`config.mk`:
```
export PLATFORM = sky130hd
export DESIGN_NAME = operand_demux
export DESIGN_NICKNAME = d
export VERILOG_FILES = /design/src/rtl/operand_demux_pkg.sv /design/src/rtl/operand_demux_sat_counter.sv /design/src/rtl/operand_demux.sv
export SDC_FILE = /design/constraint.sdc
export NUM_CORES = 1
export LEC_CHECK = 0
export CORE_ASPECT_RATIO = 1.1
export CORE_MARGIN = 4
export CORE_UTILIZATION = 47
export DETAILED_ROUTE_END_ITERATION = 8
export GPL_TIMING_DRIVEN = 1
export PLACE_DENSITY_LB_ADDON = 0.2
export SLEW_MARGIN = 10
export SYNTH_ARGS = -nofsm -noshare
export SYNTH_HDL_FRONTEND = slang
export SYNTH_SLANG_ARGS = --single-unit
export TNS_END_PERCENT = 20
```
`constraint.sdc`:
```
create_clock -name Clk -period 3.2 [get_ports Clk]
set_input_delay 0.64 -clock Clk [delete_from_list [all_inputs] [get_ports Clk]]
set_output_delay 0.64 -clock Clk [all_outputs]
set_load 0.05 [all_outputs]
```
`src/rtl/operand_demux_pkg.sv`:
```
// Shared definitions for the operand demux: default widths, slot encodings,
// pair-state encodings and the slot-selection helper.
package operand_demux_pkg;

   // Default widths for the operand bus and the drop counter
   localparam int DATA_W_DEF = 8;
   localparam int CNT_W_DEF  = 8;

   // Slot encodings used for the write target
   localparam logic SLOT_1 = 1'b0;
   localparam logic SLOT_2 = 1'b1;

   // Pair state as seen on Dbg_State = {B_Loaded, A_Loaded}
   localparam logic [1:0] ST_EMPTY  = 2'b00;
   localparam logic [1:0] ST_HALF_A = 2'b01;
   localparam logic [1:0] ST_HALF_B = 2'b10;
   localparam logic [1:0] ST_FULL   = 2'b11;

   // Slot that an accepted transfer lands in. Auto mode fills slot 1 first,
   // then slot 2; manual mode follows Sel directly.
   function automatic logic pick_slot(input logic sel_mode,
                                      input logic sel,
                                      input logic a_loaded);
      logic slot;
      if (sel_mode) begin
         slot = sel;
      end else begin
         slot = a_loaded ? SLOT_2 : SLOT_1;
      end
      return slot;
   endfunction

endpackage

```
`src/rtl/operand_demux_sat_counter.sv`:
```
// Saturating up-counter with synchronous clear. Holds at all-ones instead of
// wrapping; Clr takes priority over Inc.
module sat_counter #(
   parameter int W = 8
) (
   input  logic         Clk,
   input  logic         Rst_n,
   input  logic         Clr,
   input  logic         Inc,
   output logic [W-1:0] Count
);

   logic [W-1:0] r_count;
   logic         w_at_max;

   assign w_at_max = (r_count == {W{1'b1}});
   assign Count    = r_count;

   // Count increments, clamped at the maximum value; clear wins over increment
   always_ff @(posedge Clk or negedge Rst_n) begin
      if (!Rst_n) begin
         r_count <= '0;
      end else if (Clr) begin
         r_count <= '0;
      end else if (Inc && !w_at_max) begin
         r_count <= r_count + {{(W-1){1'b0}}, 1'b1};
      end
   end

endmodule

```
`src/rtl/operand_demux.sv`:
```
// Operand demux: steers one input stream into two held operand slots and
// presents the completed pair to a consumer.
//
// Handshakes:
//   Input  : a transfer happens on a rising edge where In_Valid & In_Ready.
//            In_Ready depends only on the slot flags, never on In_Valid.
//   Output : Pair_Valid stays high while both slots are loaded; a Pair_Ack
//            seen while Pair_Valid is high releases the pair at that edge.
//            An input presented in that same cycle is refused and counted
//            as a drop, so the source must present it again.
module operand_demux
   import operand_demux_pkg::*;
#(
   parameter int DATA_W = DATA_W_DEF,
   parameter int CNT_W  = CNT_W_DEF
) (
   input  logic              Clk,
   input  logic              Rst_n,
   input  logic [DATA_W-1:0] In_Data,
   input  logic              In_Valid,
   output logic              In_Ready,
   input  logic              Sel_Mode,
   input  logic              Sel,
   input  logic              Clear,
   output logic [DATA_W-1:0] Data1,
   output logic [DATA_W-1:0] Data2,
   output logic              Pair_Valid,
   input  logic              Pair_Ack,
   output logic [CNT_W-1:0]  Drop_Count,
   output logic [1:0]        Dbg_State
);

   logic              r_a_loaded;
   logic              r_b_loaded;
   logic [DATA_W-1:0] r_data1;
   logic [DATA_W-1:0] r_data2;

   logic w_full;
   logic w_accept;
   logic w_target;
   logic w_release;
   logic w_drop;

   // Ready, valid and slot selection derived from the flags
   assign w_full    = r_a_loaded & r_b_loaded;
   assign w_accept  = In_Valid & ~w_full;
   assign w_target  = pick_slot(Sel_Mode, Sel, r_a_loaded);
   assign w_release = Pair_Ack & w_full;
   assign w_drop    = In_Valid & w_full;

   assign In_Ready   = ~w_full;
   assign Pair_Valid = w_full;
   assign Data1      = r_data1;
   assign Data2      = r_data2;
   assign Dbg_State  = {r_b_loaded, r_a_loaded};

   // Slot flags: clear beats release, release beats load
   always_ff @(posedge Clk or negedge Rst_n) begin
      if (!Rst_n) begin
         r_a_loaded <= 1'b0;
         r_b_loaded <= 1'b0;
      end else if (Clear) begin
         r_a_loaded <= 1'b0;
         r_b_loaded <= 1'b0;
      end else if (w_release) begin
         r_a_loaded <= 1'b0;
         r_b_loaded <= 1'b0;
      end else if (w_accept) begin
         if (w_target == SLOT_1) begin
            r_a_loaded <= 1'b1;
         end else begin
            r_b_loaded <= 1'b1;
         end
      end
   end

   // Operand registers: written on accept, held across a release
   always_ff @(posedge Clk or negedge Rst_n) begin
      if (!Rst_n) begin
         r_data1 <= '0;
         r_data2 <= '0;
      end else if (Clear) begin
         r_data1 <= '0;
         r_data2 <= '0;
      end else if (w_accept) begin
         if (w_target == SLOT_1) begin
            r_data1 <= In_Data;
         end else begin
            r_data2 <= In_Data;
         end
      end
   end

   // Drops are transfers offered while the pair is full; Clear zeroes the
   // count and masks that cycle's drop
   sat_counter #(
      .W (CNT_W)
   ) u_drop_cnt (
      .Clk   (Clk),
      .Rst_n (Rst_n),
      .Clr   (Clear),
      .Inc   (w_drop),
      .Count (Drop_Count)
   );

endmodule

```
==> flow_metrics.tcl, run 1 <==
set metrics [dict create \
    post-cts-setup-buffer-count 0 \
    cts_sinks 26 \
    hold_depth 2 \
    start_util 0.491 \
    num_io_pins 43 \
    syn_area_um2 1220 \
    p_leak_uw 0.000775 \
    root_buffer "clkbuf_4" \
    use_met3 0.0398 \
    synthesis.nets 132 \
    first_global_vias 1008 \
    seqPwrFrac 0.523 \
    grt.overflow.total 0 \
    antenna_found_initial 0 \
    portBuffers 42 \
    drt_pass1_iterations 4 \
    grt_pass1_wl_um 4500 \
    cts_made_buffers 3 \
    place.gp.congestion 0.730 \
    drc 0 \
    wl_per_cell_um 14.0 \
    ys_types 28 \
    nFillCells 205 \
    pwr-share-comb 0.235 \
    outcome "finished, final reports clean" \
    nNetsFinal 175 \
    dpl.hpwl_um 2000 \
    ys.warnings.count 0 \
    tritoncts "built" \
    grtUsageMet1 0.194 \
    min-delay-start "Data2[5]" \
    setup_viol 0 \
    fin_setup_tns_ns 0 \
    diodes 0 \
    cts_resized 0 \
    pwr-share-clk 0.243 \
    yosysSeqAreaShare 0.531 \
    swShare 0.299 \
    synth_flop_cell "dfrtp_1" \
    hp-class "register to register" \
    holdBufCountCts 0 \
    dr_total_vias 1001 \
    finClkSkew_ns 0.00380 \
    syn_to_final_growth_pct 38.2 \
    p_per_area_nw_per_um2 399 \
    required_ns 2.56 \
    fin_crit_ns 2.46 \
    fp.dieW_um 56.7 \
    clock_path_buffers 2 \
    synthArstFlopShare 1.00 \
    r2r-start "r_a_loaded" \
    crit_path_end_kind "primary output" \
    slew_violations 0 \
    cp.arrival_ns 1.82 \
    routed_wl_um 2640 \
    die_h_um 61.5 \
    ctsHtreeMaxLevel 1 \
    grt_start_max_net_pins 27 \
    grt_use_met2 0.299 \
    final_common_cell "clkdlybuf4s50_1" \
    maxCapViolCount 0 \
    power.internal_uw 474 \
    whs_ns 0.542 \
    min_period_over_period 0.770 \
    slew_headroom 0.261 \
    drt_iter0_markers 3 \
    mostFrequentLayoutCells "42 x clkdlybuf4s50_1, 26 x dfrtp_1, 23 x nor2_1" \
    ir_drop_v 0.000309 \
    hold_end "Data2[5]" \
    vias_per_cell 5.30 \
    crit_fanout 8 \
    path_class "register to primary output" \
    tightest_slew_ns 1.11 \
    syn_avg_cell_area_um2 10.6 \
    dieArea_um2 3490 \
    ff2ff_path_depth 3 \
    fp.coreArea_um2 2500 \
    final_layout_size_suffix_gt1_frac 0.0696 \
    track_usage 0.168 \
    ys_ff_latch 26 \
    rsz0062_at_grt "no" \
    synth_edf_count 0 \
    grt_busiest_layer "met2" \
    clk_latency_ns 0.31 \
    fmax_ghz 0.406 \
    hold_violations 0 \
    crit-reg2reg-capture "Data2[1]" \
    rows 19 \
    reg2reg_slack_ns 1.36 \
    start_kind "register" \
    ant_nets 0 \
    p_switching_uw 202 \
    clk_pin_slew_ns 0.14 \
    postSynthCellCount 116 \
]
==> sequential cells by signal, indices dropped and copies added (netlist names) <==
name,flops
Data1,8
Data2,8
r_a_loaded,1
r_b_loaded,1
u_drop_cnt.Count,8
==> per-stage QoR <==
step	util	instance area, um2	worst slack [ns]	power, uW	std cells
2_1_floorplan	-	1220	1.43	458	116
3_3_place_gp	0.664	1660	0.721	518	185
3_5_place_dp	0.664	1660	0.690	520	185
4_1_cts	0.678	1690	0.717	687	189
5_1_grt	0.678	1690	0.604	712	189
6_report	0.678	1690	0.737	676	189
==> area by class of cell <==
cell class                      instances  area [um2]  area share
Timing Repair Buffer                   45         443       0.262
Clock buffer                            4        36.3      0.0214
Multi-Input combinational cell         79         509       0.301
Sequential cell                        26         651       0.384
Inverter                                4        15.0     0.00887
Tap cell                               31        38.8      0.0229
==> logic make-up (layout without fill, tap and decap cells) <==
kind of cell | count (synthesis) | after routing | synth area share
compound gates | 10 | 10 | 0.0531
xor+xnor | 1 | 1 | 0.00715
fa+ha+maj | 1 | 1 | 0.0102
buf+inv | 11 | 53 | 0.0531
flops | 26 | 26 | 0.531
mux | 19 | 19 | 0.156
simple gates | 48 | 48 | 0.189
==> worst max-delay path: stages, from the launching register on <==
cell and delay [ns]:
dfrtp_1 0.49, nand2_2 0.15, inv_1 0.07, clkdlybuf4s50_1 0.79
==> cell usage after synthesis, types with 3 or more instances <==
library cell	count	area [um2]
dfrtp_1	26	651
nand3_1	3	15.0
inv_1	4	15.0
nor2_1	23	86.3
nor3_1	5	25.0
mux2i_1	18	180
nand2_1	4	15.0
a21oi_1	4	20.0
buf_4	5	37.5
==> power groups by stage <==
stage	Sequential [uW]	Clock (uW)	Combinational [uW]
2_1_floorplan	401	0	56.8
3_3_place_gp	359	0	159
3_5_place_dp	359	0	161
4_1_cts	354	171	162
5_1_grt	357	185	170
6_report	353	164	159
==> how the worst max path moves through the flow <==
stage / start / to / slack (ns) / depth (start not counted)
2_1_floorplan: u_drop_cnt.Count[0] / u_drop_cnt.Count[5] / 1.43 / 5
3_3_place_gp: Sel_Mode / Data2[3] / 0.72 / 4
3_5_place_dp: Sel_Mode / Data2[7] / 0.69 / 4
4_1_cts: r_a_loaded / Pair_Valid / 0.72 / 3
5_1_grt: r_a_loaded / Pair_Valid / 0.60 / 3
6_report: r_a_loaded / Pair_Valid / 0.74 / 3
==> per-layer routing <==
metal  part of all wire  vias to the layer above
li1                   -                      487
met1               0.42                      483
met2               0.52                       29
met3              0.060                        2
met4             0.0061                        0
met5                  0                        -
Power figures use the tool's default switching activity.
==> inputs of run 2 (changes only) <==
- CORE_UTILIZATION: 47 -> 40
- clock period: 3.2 -> 2.2 ns (I/O delays scaled with it)
==> flow_metrics.tcl, run 2 (synthesized netlist as in run 1, its figures left out) <==
set metrics [dict create \
    p_per_area_nw_per_um2 574 \
    ctsHtreeMaxLevel 1 \
    required_ns 1.76 \
    ant_nets 0 \
    min_period_over_period 0.956 \
    crit_path_end_kind "primary output" \
    slew_violations 0 \
    antenna_found_initial 0 \
    routed_wl_um 2760 \
    fp.coreArea_um2 2850 \
    place.gp.congestion 0.793 \
    num_io_pins 43 \
    cts_sinks 26 \
    drt_iter0_markers 26 \
    fin_crit_ns 2.10 \
    mostFrequentLayoutCells "39 x clkdlybuf4s50_1, 26 x dfrtp_1, 23 x nor2_1" \
    hp-class "primary input to async pin" \
    dieArea_um2 4010 \
    hold_violations 0 \
    clock_path_buffers 2 \
    track_usage 0.152 \
    cpLargestDelayFamily "buffers and inverters" \
    fp.dieW_um 60.8 \
    slew_headroom 0.658 \
    dpl.hpwl_um 2090 \
    diodes 0 \
    cts_made_buffers 3 \
    crit_fanout 8 \
    critPathSlowestCell "clkdlybuf4s50_1" \
    dr_total_vias 1008 \
    start_kind "register" \
    maxCapViolCount 0 \
    root_buffer "clkbuf_4" \
    grt_start_max_net_pins 27 \
    routed-wl-met2_um 1410 \
    grt.overflow.total 0 \
    vias_per_cell 5.22 \
    ir_drop_v 0.000354 \
    rsz0062_at_grt "no" \
    die_h_um 66.0 \
    path_class "register to primary output" \
    nFillCells 263 \
    outcome "finished, final reports clean" \
    slowest_delay_ns 0.85 \
    portBuffers 42 \
    rows 20 \
    critical_path_buf_inv_count 1 \
    cp_cell_sequence "clkdlybuf4s50_1" \
    fmax_ghz 0.475 \
    wl_per_cell_um 14.3 \
    drt_pass1_iterations 4 \
    final_common_cell "clkdlybuf4s50_1" \
    top_layer "met3" \
    drc 0 \
    tightest_slew_ns 0.512 \
    clk_pin_slew_ns 0.14 \
    fin_setup_tns_ns 0 \
    final_layout_size_suffix_gt1_frac 0.100 \
    grt_pass1_wl_um 4710 \
    first_global_vias 1053 \
    met1_length_um 1210 \
    syn_to_final_growth_pct 39.9 \
    start_util 0.429 \
    met3_wirelength_um 141 \
    cp.arrival_ns 1.66 \
    setup_viol 0 \
    p_leak_uw 0.000803 \
    tritoncts "built" \
    finClkSkew_ns 0.00602 \
    power_uw 984 \
    nNetsFinal 177 \
    clk_latency_ns 0.31 \
]
[run 2: cell types whose count changed in the layout (fill, tap and decap cells not counted)]
cell	delta
buf_4	+4
clkdlybuf4s50_1	-3
a221oi_1	-1
a221oi_2	+1
dlymetal6s2s_1	+1
[run 2: final cells by class]
cell class,count,area (um2),share of cell area
flip-flops and latches,26,651,0.380
multi-input cells,79,515,0.301
repair buffers,47,455,0.266
well taps,33,41.3,0.0241
clock buffers,4,36.3,0.0212
inverters,4,15.0,0.00876
[run 2: routing by layer]
layer | up-vias | GRT usage
met5 | - | 0
met3 | 0 | 0.0273
met1 | 496 | 0.196
li1 | 490 | -
met4 | 0 | 0.0298
met2 | 22 | 0.263
[run 2: final timing paths]
check                               startpoint             endpoint  slack (ns)  cells past startpoint
min                                      Rst_n             Data1[5]        0.48                      2
min in group Clk                      Data2[5]             Data2[5]        0.54                      2
max                        u_drop_cnt.Count[3]        Drop_Count[3]         0.1                      1
max reg2reg                u_drop_cnt.Count[0]  u_drop_cnt.Count[5]        0.58                      5
min reg2reg                           Data2[5]             Data2[5]        0.54                      2
max in group asynchronous                Rst_n  u_drop_cnt.Count[6]        1.47                      2
[run 2: timing repair]
item,in CTS,in global routing
setup endpoints to repair,0,1
buffers inserted,0,0
hold buffers,0,0
resized for setup,0,1
[run 2: stage by stage]
stage / instances / worst slack (ns) / cell area, um2 / util / hold WS, ns
2_1_floorplan: 116 / 0.431 / 1220 / - / 0.144
3_3_place_gp: 189 / 0.324 / 1680 / 0.587 / 0.506
3_5_place_dp: 189 / 0.253 / 1680 / 0.587 / 0.515
4_1_cts: 193 / 0.0443 / 1710 / 0.600 / 0.482
5_1_grt: 193 / 0.0170 / 1710 / 0.601 / 0.479
6_report: 193 / 0.0966 / 1710 / 0.601 / 0.476
[run 2: where the power goes]
| group | internal [uW] | switching [uW] | total [uW] |
|---|---|---|---|
| clock | 101 | 133 | 234 |
| combinational | 92.7 | 143 | 236 |
| sequential | 498 | 16.5 | 515 |
| total | 692 | 292 | 984 |
==> inputs of run 3 (changes only) <==
- CORE_ASPECT_RATIO: 1.1 -> 2
- REMOVE_ABC_BUFFERS: unset -> 1
==> flow_metrics.tcl, run 3 (synthesized netlist as in run 1, its figures left out) <==
set metrics [dict create \
    outcome "finished, final reports clean" \
    ir_drop_v 0.000497 \
    clock_path_buffers 2 \
    cts_resized 0 \
    crit-reg2reg-capture "u_drop_cnt.Count[5]" \
    reg2reg_slack_ns 0.55 \
    final_common_cell "clkdlybuf4s50_1" \
    critPathSlowestCell "clkdlybuf4s50_1" \
    fp.dieW_um 47.1 \
    critical_path_buf_inv_count 1 \
    num_io_pins 43 \
    dieArea_um2 4070 \
    diodes 0 \
    clk_pin_slew_ns 0.08 \
    start_util 0.416 \
    hp-class "register to register" \
    final_util 0.587 \
    worst_slack_ns 0.131 \
    crit_path_end_kind "primary output" \
    dr_total_vias 1020 \
    slew_violations 0 \
    portBuffers 42 \
    p_per_area_nw_per_um2 611 \
    wl_per_cell_um 14.6 \
    path_depth 1 \
    setup_viol 0 \
    syn_to_final_growth_pct 41.0 \
    track_usage 0.154 \
    tritoncts "built" \
    dpl.hpwl_um 2100 \
    whs_ns 0.534 \
    clk_latency_ns 0.27 \
    cp.arrival_ns 1.63 \
    grt_start_max_net_pins 27 \
    fin_crit_ns 2.07 \
    grt.overflow.total 0 \
    grt_pass1_wl_um 4660 \
    multi_input_area_um2 515 \
    drt_pass1_iterations 4 \
    drc 0 \
    rsz0062_at_grt "no" \
    r2r-start "u_drop_cnt.Count[0]" \
    ant_nets 0 \
    holdBufCountCts 0 \
    path_class "register to primary output" \
    vias_per_cell 5.37 \
    hold_violations 0 \
    ctsHtreeMaxLevel 1 \
    drt_iter0_markers 28 \
    antenna_found_initial 0 \
    finalNonFillerCells 190 \
    nNetsFinal 177 \
    critPathCapture "Dbg_State[0]" \
    cts_made_buffers 3 \
    p_leak_uw 0.000796 \
    required_ns 1.76 \
    crit_fanout 8 \
    root_buffer "clkbuf_8" \
    post-place-ws_ns 0.246 \
    fin_setup_tns_ns 0 \
    place.gp.congestion 0.874 \
    die_h_um 86.3 \
    routed_wl_um 2770 \
    cpLargestDelayFamily "buffers and inverters" \
    nFillCells 278 \
    cts_sinks 26 \
    rows 28 \
    placed_cells 186 \
    finClkSkew_ns 0.00256 \
    ff2ff_path_depth 5 \
    post-cts-setup-buffer-count 0 \
    crit_start "r_a_loaded" \
    mostFrequentLayoutCells "40 x clkdlybuf4s50_1, 26 x dfrtp_1, 23 x nor2_1" \
    fp.coreArea_um2 2940 \
    fmax_ghz 0.483 \
    cp_cell_sequence "clkdlybuf4s50_1" \
    start_kind "register" \
    ff_latch_area_um2 651 \
    min_period_over_period 0.940 \
    final_layout_size_suffix_gt1_frac 0.100 \
    first_global_vias 1057 \
    slowest_delay_ns 0.86 \
    maxCapViolCount 0 \
    tightest_slew_ns 0.512 \
    slew_headroom 0.657 \
]
run 3: changes by cell type in the layout (fill, tap and decap cells not counted), sizes merged:
cell | previous run | this run
dlymetal6s2s | 1 | 0
clkdlybuf4s50 | 39 | 40
run 3: how the worst min path moves through the flow:
| stage | from | slack (ns) | to | cells after the start |
|---|---|---|---|---|
| after global routing | Rst_n | 0.56 | Data2[6] | 2 |
| after global placement | Data1[5] | 0.51 | Data1[5] | 2 |
| final | Data2[0] | 0.53 | Data2[0] | 2 |
| after detailed placement | Data2[5] | 0.51 | Data2[5] | 2 |
| after floorplan | Rst_n | 0.14 | Data1[0] | 0 |
| after CTS | Rst_n | 0.54 | u_drop_cnt.Count[7] | 2 |
run 3: where the power goes:
part	internal (uW)	leakage (uW)	switching (uW)	total (uW)
Combinational	92.8	0.000413	143	236
Clock	160	0.0000288	144	304
Sequential	498	0.000354	16.6	514
Total	751	0.000796	304	1050
run 3: cell type report:
type / count / area share
Tap cell: 30 / 0.0217
Sequential cell: 26 / 0.377
Inverter: 4 / 0.00870
Clock buffer: 4 / 0.0319
Timing Repair Buffer: 47 / 0.262
Multi-Input combinational cell: 79 / 0.299
run 3: layer usage:
layer | track usage | vias up | share of wire
met2 | 0.250 | 39 | 0.51
met4 | 0.0882 | 0 | 0.023
met5 | 0 | - | 0
met1 | 0.185 | 484 | 0.41
met3 | 0.0187 | 8 | 0.059
li1 | - | 489 | -
run 3: through the flow:
| stage | power (uW) | instance area, um2 |
|---|---|---|
| global placement | 757 | 1670 |
| floorplan | 651 | 1170 |
| global route | 1100 | 1730 |
| finish | 1050 | 1730 |
| CTS | 1070 | 1730 |
| detailed placement | 762 | 1670 |
==> variant, RTL diff (settings of run 3) <==
Make the reset (`Rst_n`) synchronous in 3 clocked blocks.
--- a/src/rtl/operand_demux_sat_counter.sv
+++ b/src/rtl/operand_demux_sat_counter.sv
@@ -18,5 +18,5 @@
 
    // Count increments, clamped at the maximum value; clear wins over increment
-   always_ff @(posedge Clk or negedge Rst_n) begin
+   always_ff @(posedge Clk) begin
       if (!Rst_n) begin
          r_count <= '0;
--- a/src/rtl/operand_demux.sv
+++ b/src/rtl/operand_demux.sv
@@ -56,5 +56,5 @@
 
    // Slot flags: clear beats release, release beats load
-   always_ff @(posedge Clk or negedge Rst_n) begin
+   always_ff @(posedge Clk) begin
       if (!Rst_n) begin
          r_a_loaded <= 1'b0;
@@ -76,5 +76,5 @@
 
    // Operand registers: written on accept, held across a release
-   always_ff @(posedge Clk or negedge Rst_n) begin
+   always_ff @(posedge Clk) begin
       if (!Rst_n) begin
          r_data1 <= '0;
Behaviour: differs if Rst_n is asserted again (counterexample within 4 cycles, from zero or initial values and one cycle with Rst_n low); with Rst_n held inactive, the same outputs for 10 cycles.
==> variant against run 3 <==
- combinational power fell by 44%
- sequential power down 5.4%
- design area down 8.1%
- power decreased by 13%
- first-iteration DRC count decreased by 7.1%
- worst setup slack improved by 0.020 ns
- synthesized area down 11%
- wire length down 8.4%
- sequential cell count unchanged
- largest cell class is now multi-input gates
- highest routed layer unchanged
==> variant: results (changes against run 3) <==
| Metric | Value |
|---|---|
| Status | `complete, no violations` |
| Routed WL | `2540 um (-8.4%)` |
| Setup TNS | `0 ns (unchanged)` |
| Tot GR Track Use | `0.150 (-0.00344)` |
| Vias | `961 (-5.8%)` |
| Syn avg cell area | `9.68 um^2 (-8.4%)` |
| Antenna Cells | `0 (unchanged)` |
| WP data arrival | `1.61 ns (-0.02 ns)` |
| Hold path depth | `2 (unchanged)` |
| Clock skew | `0.00323 ns (+0.000672 ns)` |
| Final cell count without fillers | `183 (-3.7%)` |
| Worst vdd ir | `0.000513 V (+3.3%)` |
| Worst slew pin tran | `0.524 ns (+0.0119 ns)` |
| HPWL after DPL | `1910 um (-9.2%)` |
| DRT iter0 DRCs | `26 (-7.1%)` |
| WHS Endpoint | `Data2[7]$_SDFFE_PP0P_` |
| Cell variety after synth | `30 (+7.1%)` |
| Max clock buf depth | `2 (unchanged)` |
| Final nets | `172 (-2.8%)` |
| Fill count | `237 (-15%)` |
| Multiplexer share of the synthesized area | `0.174 (+0.0176)` |
| Switching power | `219 uW (-28%)` |
| Complex-gate fraction of the synthesized area | `0.0801 (+0.0270)` |
| First-pass GRT wire length | `4090 um (-12%)` |
| H-tree depth | `1 (unchanged)` |
| Post-CTS setup buffers | `0 (unchanged)` |
| Sequential area share after synthesis | `0.476 (-0.0552)` |
| Synth Area in Adders | `0.0114 (+0.00123)` |
| Slowest CP cell | `clkdlybuf4s50_1` |
| Hold crit path type | `reg -> reg` |
| Async set-reset flop share out of synthesis | `0 (-1.00)` |
| Fraction of layout cells with a size suffix above 1 | `0.0968 (-0.00323)` |
| Placed cell area | `1530 um^2 (-8.4%)` |
| GP Congestion | `0.894 (+2.3%)` |
| Met2 Usage GRT | `0.251 (+0.00111)` |
| GR Util met1 | `0.162 (-0.0230)` |
| Flop-to-flop setup slack | `0.50 ns (-0.05 ns)` |
| Max Cap Violations | `0 (unchanged)` |
| Hold_ws | `0.502 ns (-0.0314 ns)` |
| Worst r2r src | `u_drop_cnt.Count[0]$_SDFFE_PP0P_` |
| Synth Area in XOR/XNOR | `0.0160 (+0.00887)` |
| Worst r2r dst | `u_drop_cnt.Count[6]$_SDFFE_PP0P_` |
| Largest net degree at the start of global routing | `26 (-3.7%)` |
| M3 GR Usage | `0.0329 (+0.0142)` |
| Top cells by count, synth | `dfxtp_1 (26), nor2_1 (25), mux2i_1 (19)` |
| Leakage | `0.654 nW (-18%)` |
| Clock insertion delay at the later pin of the skew report | `0.27 ns (about the same)` |
| Synth area leaders | `dfxtp_1 (48%), mux2i_1 (17%), nor2_1 (8.6%)` |
| Hold_sp | `Data2[7]$_SDFFE_PP0P_` |
==> variant: cell type report <==
class / instances / area (um^2) / area share
clock buffers: 4 / 55.1 / 0.0347
well taps: 28 / 35.0 / 0.0221
repair buffers: 45 / 438 / 0.276
inverters: 3 / 11.3 / 0.00710
flip-flops and latches: 26 / 520 / 0.328
multi-input cells: 77 / 527 / 0.332
==> variant: kinds of logic after synthesis <==
logic type               after synthesis
adder cells (fa/ha/maj)                1
XOR/XNOR                               2
AO/OA/AOI/OAI                         13
multiplexers                          19
AND/OR/NAND/NOR                       42
flip-flops                            26
buffers and inverters                 10
==> variant: tightest hold or removal path, delay by kind of cell (launching register included) <==
family           cells  cell delay, ns
multiplexers         1            0.07
flip-flops           1            0.33
AND/OR/NAND/NOR      1            0.07
==> variant: how the worst max path moves through the flow <==
stage	start	endpoint	slack, ns	depth (start not counted)
2_1_floorplan	r_b_loaded$_SDFFE_PP0P_	Data1[0]$_SDFFE_PP0P_	-0.03	4
3_3_place_gp	Sel_Mode	Data1[7]$_SDFFE_PP0P_	0.31	6
3_5_place_dp	Sel_Mode	Data1[4]$_SDFFE_PP0P_	0.29	6
4_1_cts	u_drop_cnt.Count[2]$_SDFFE_PP0P_	Drop_Count[2]	0.15	1
5_1_grt	u_drop_cnt.Count[2]$_SDFFE_PP0P_	Drop_Count[2]	0.1	1
6_report	u_drop_cnt.Count[2]$_SDFFE_PP0P_	Drop_Count[2]	0.15	1
==> variant: layer usage <==
layer	share of wire	wire length [um]
met5	0	0
met3	0.068	173
met4	0.038	97
met2	0.50	1270
met1	0.39	1000
==> variant: stage by stage <==
step	setup WS, ns	util
2_1_floorplan	-0.0264	-
3_3_place_gp	0.310	0.588
3_5_place_dp	0.292	0.588
4_1_cts	0.153	0.610
5_1_grt	0.0962	0.610
6_report	0.151	0.610
==> variant: power by group through the flow <==
stage / Combinational, mW / Sequential [mW] / Clock (mW)
global placement: 0.131 / 0.497 / 0
finish: 0.132 / 0.486 / 0.302
detailed placement: 0.133 / 0.497 / 0
CTS: 0.134 / 0.486 / 0.315
global route: 0.141 / 0.487 / 0.332
floorplan: 0.0412 / 0.528 / 0
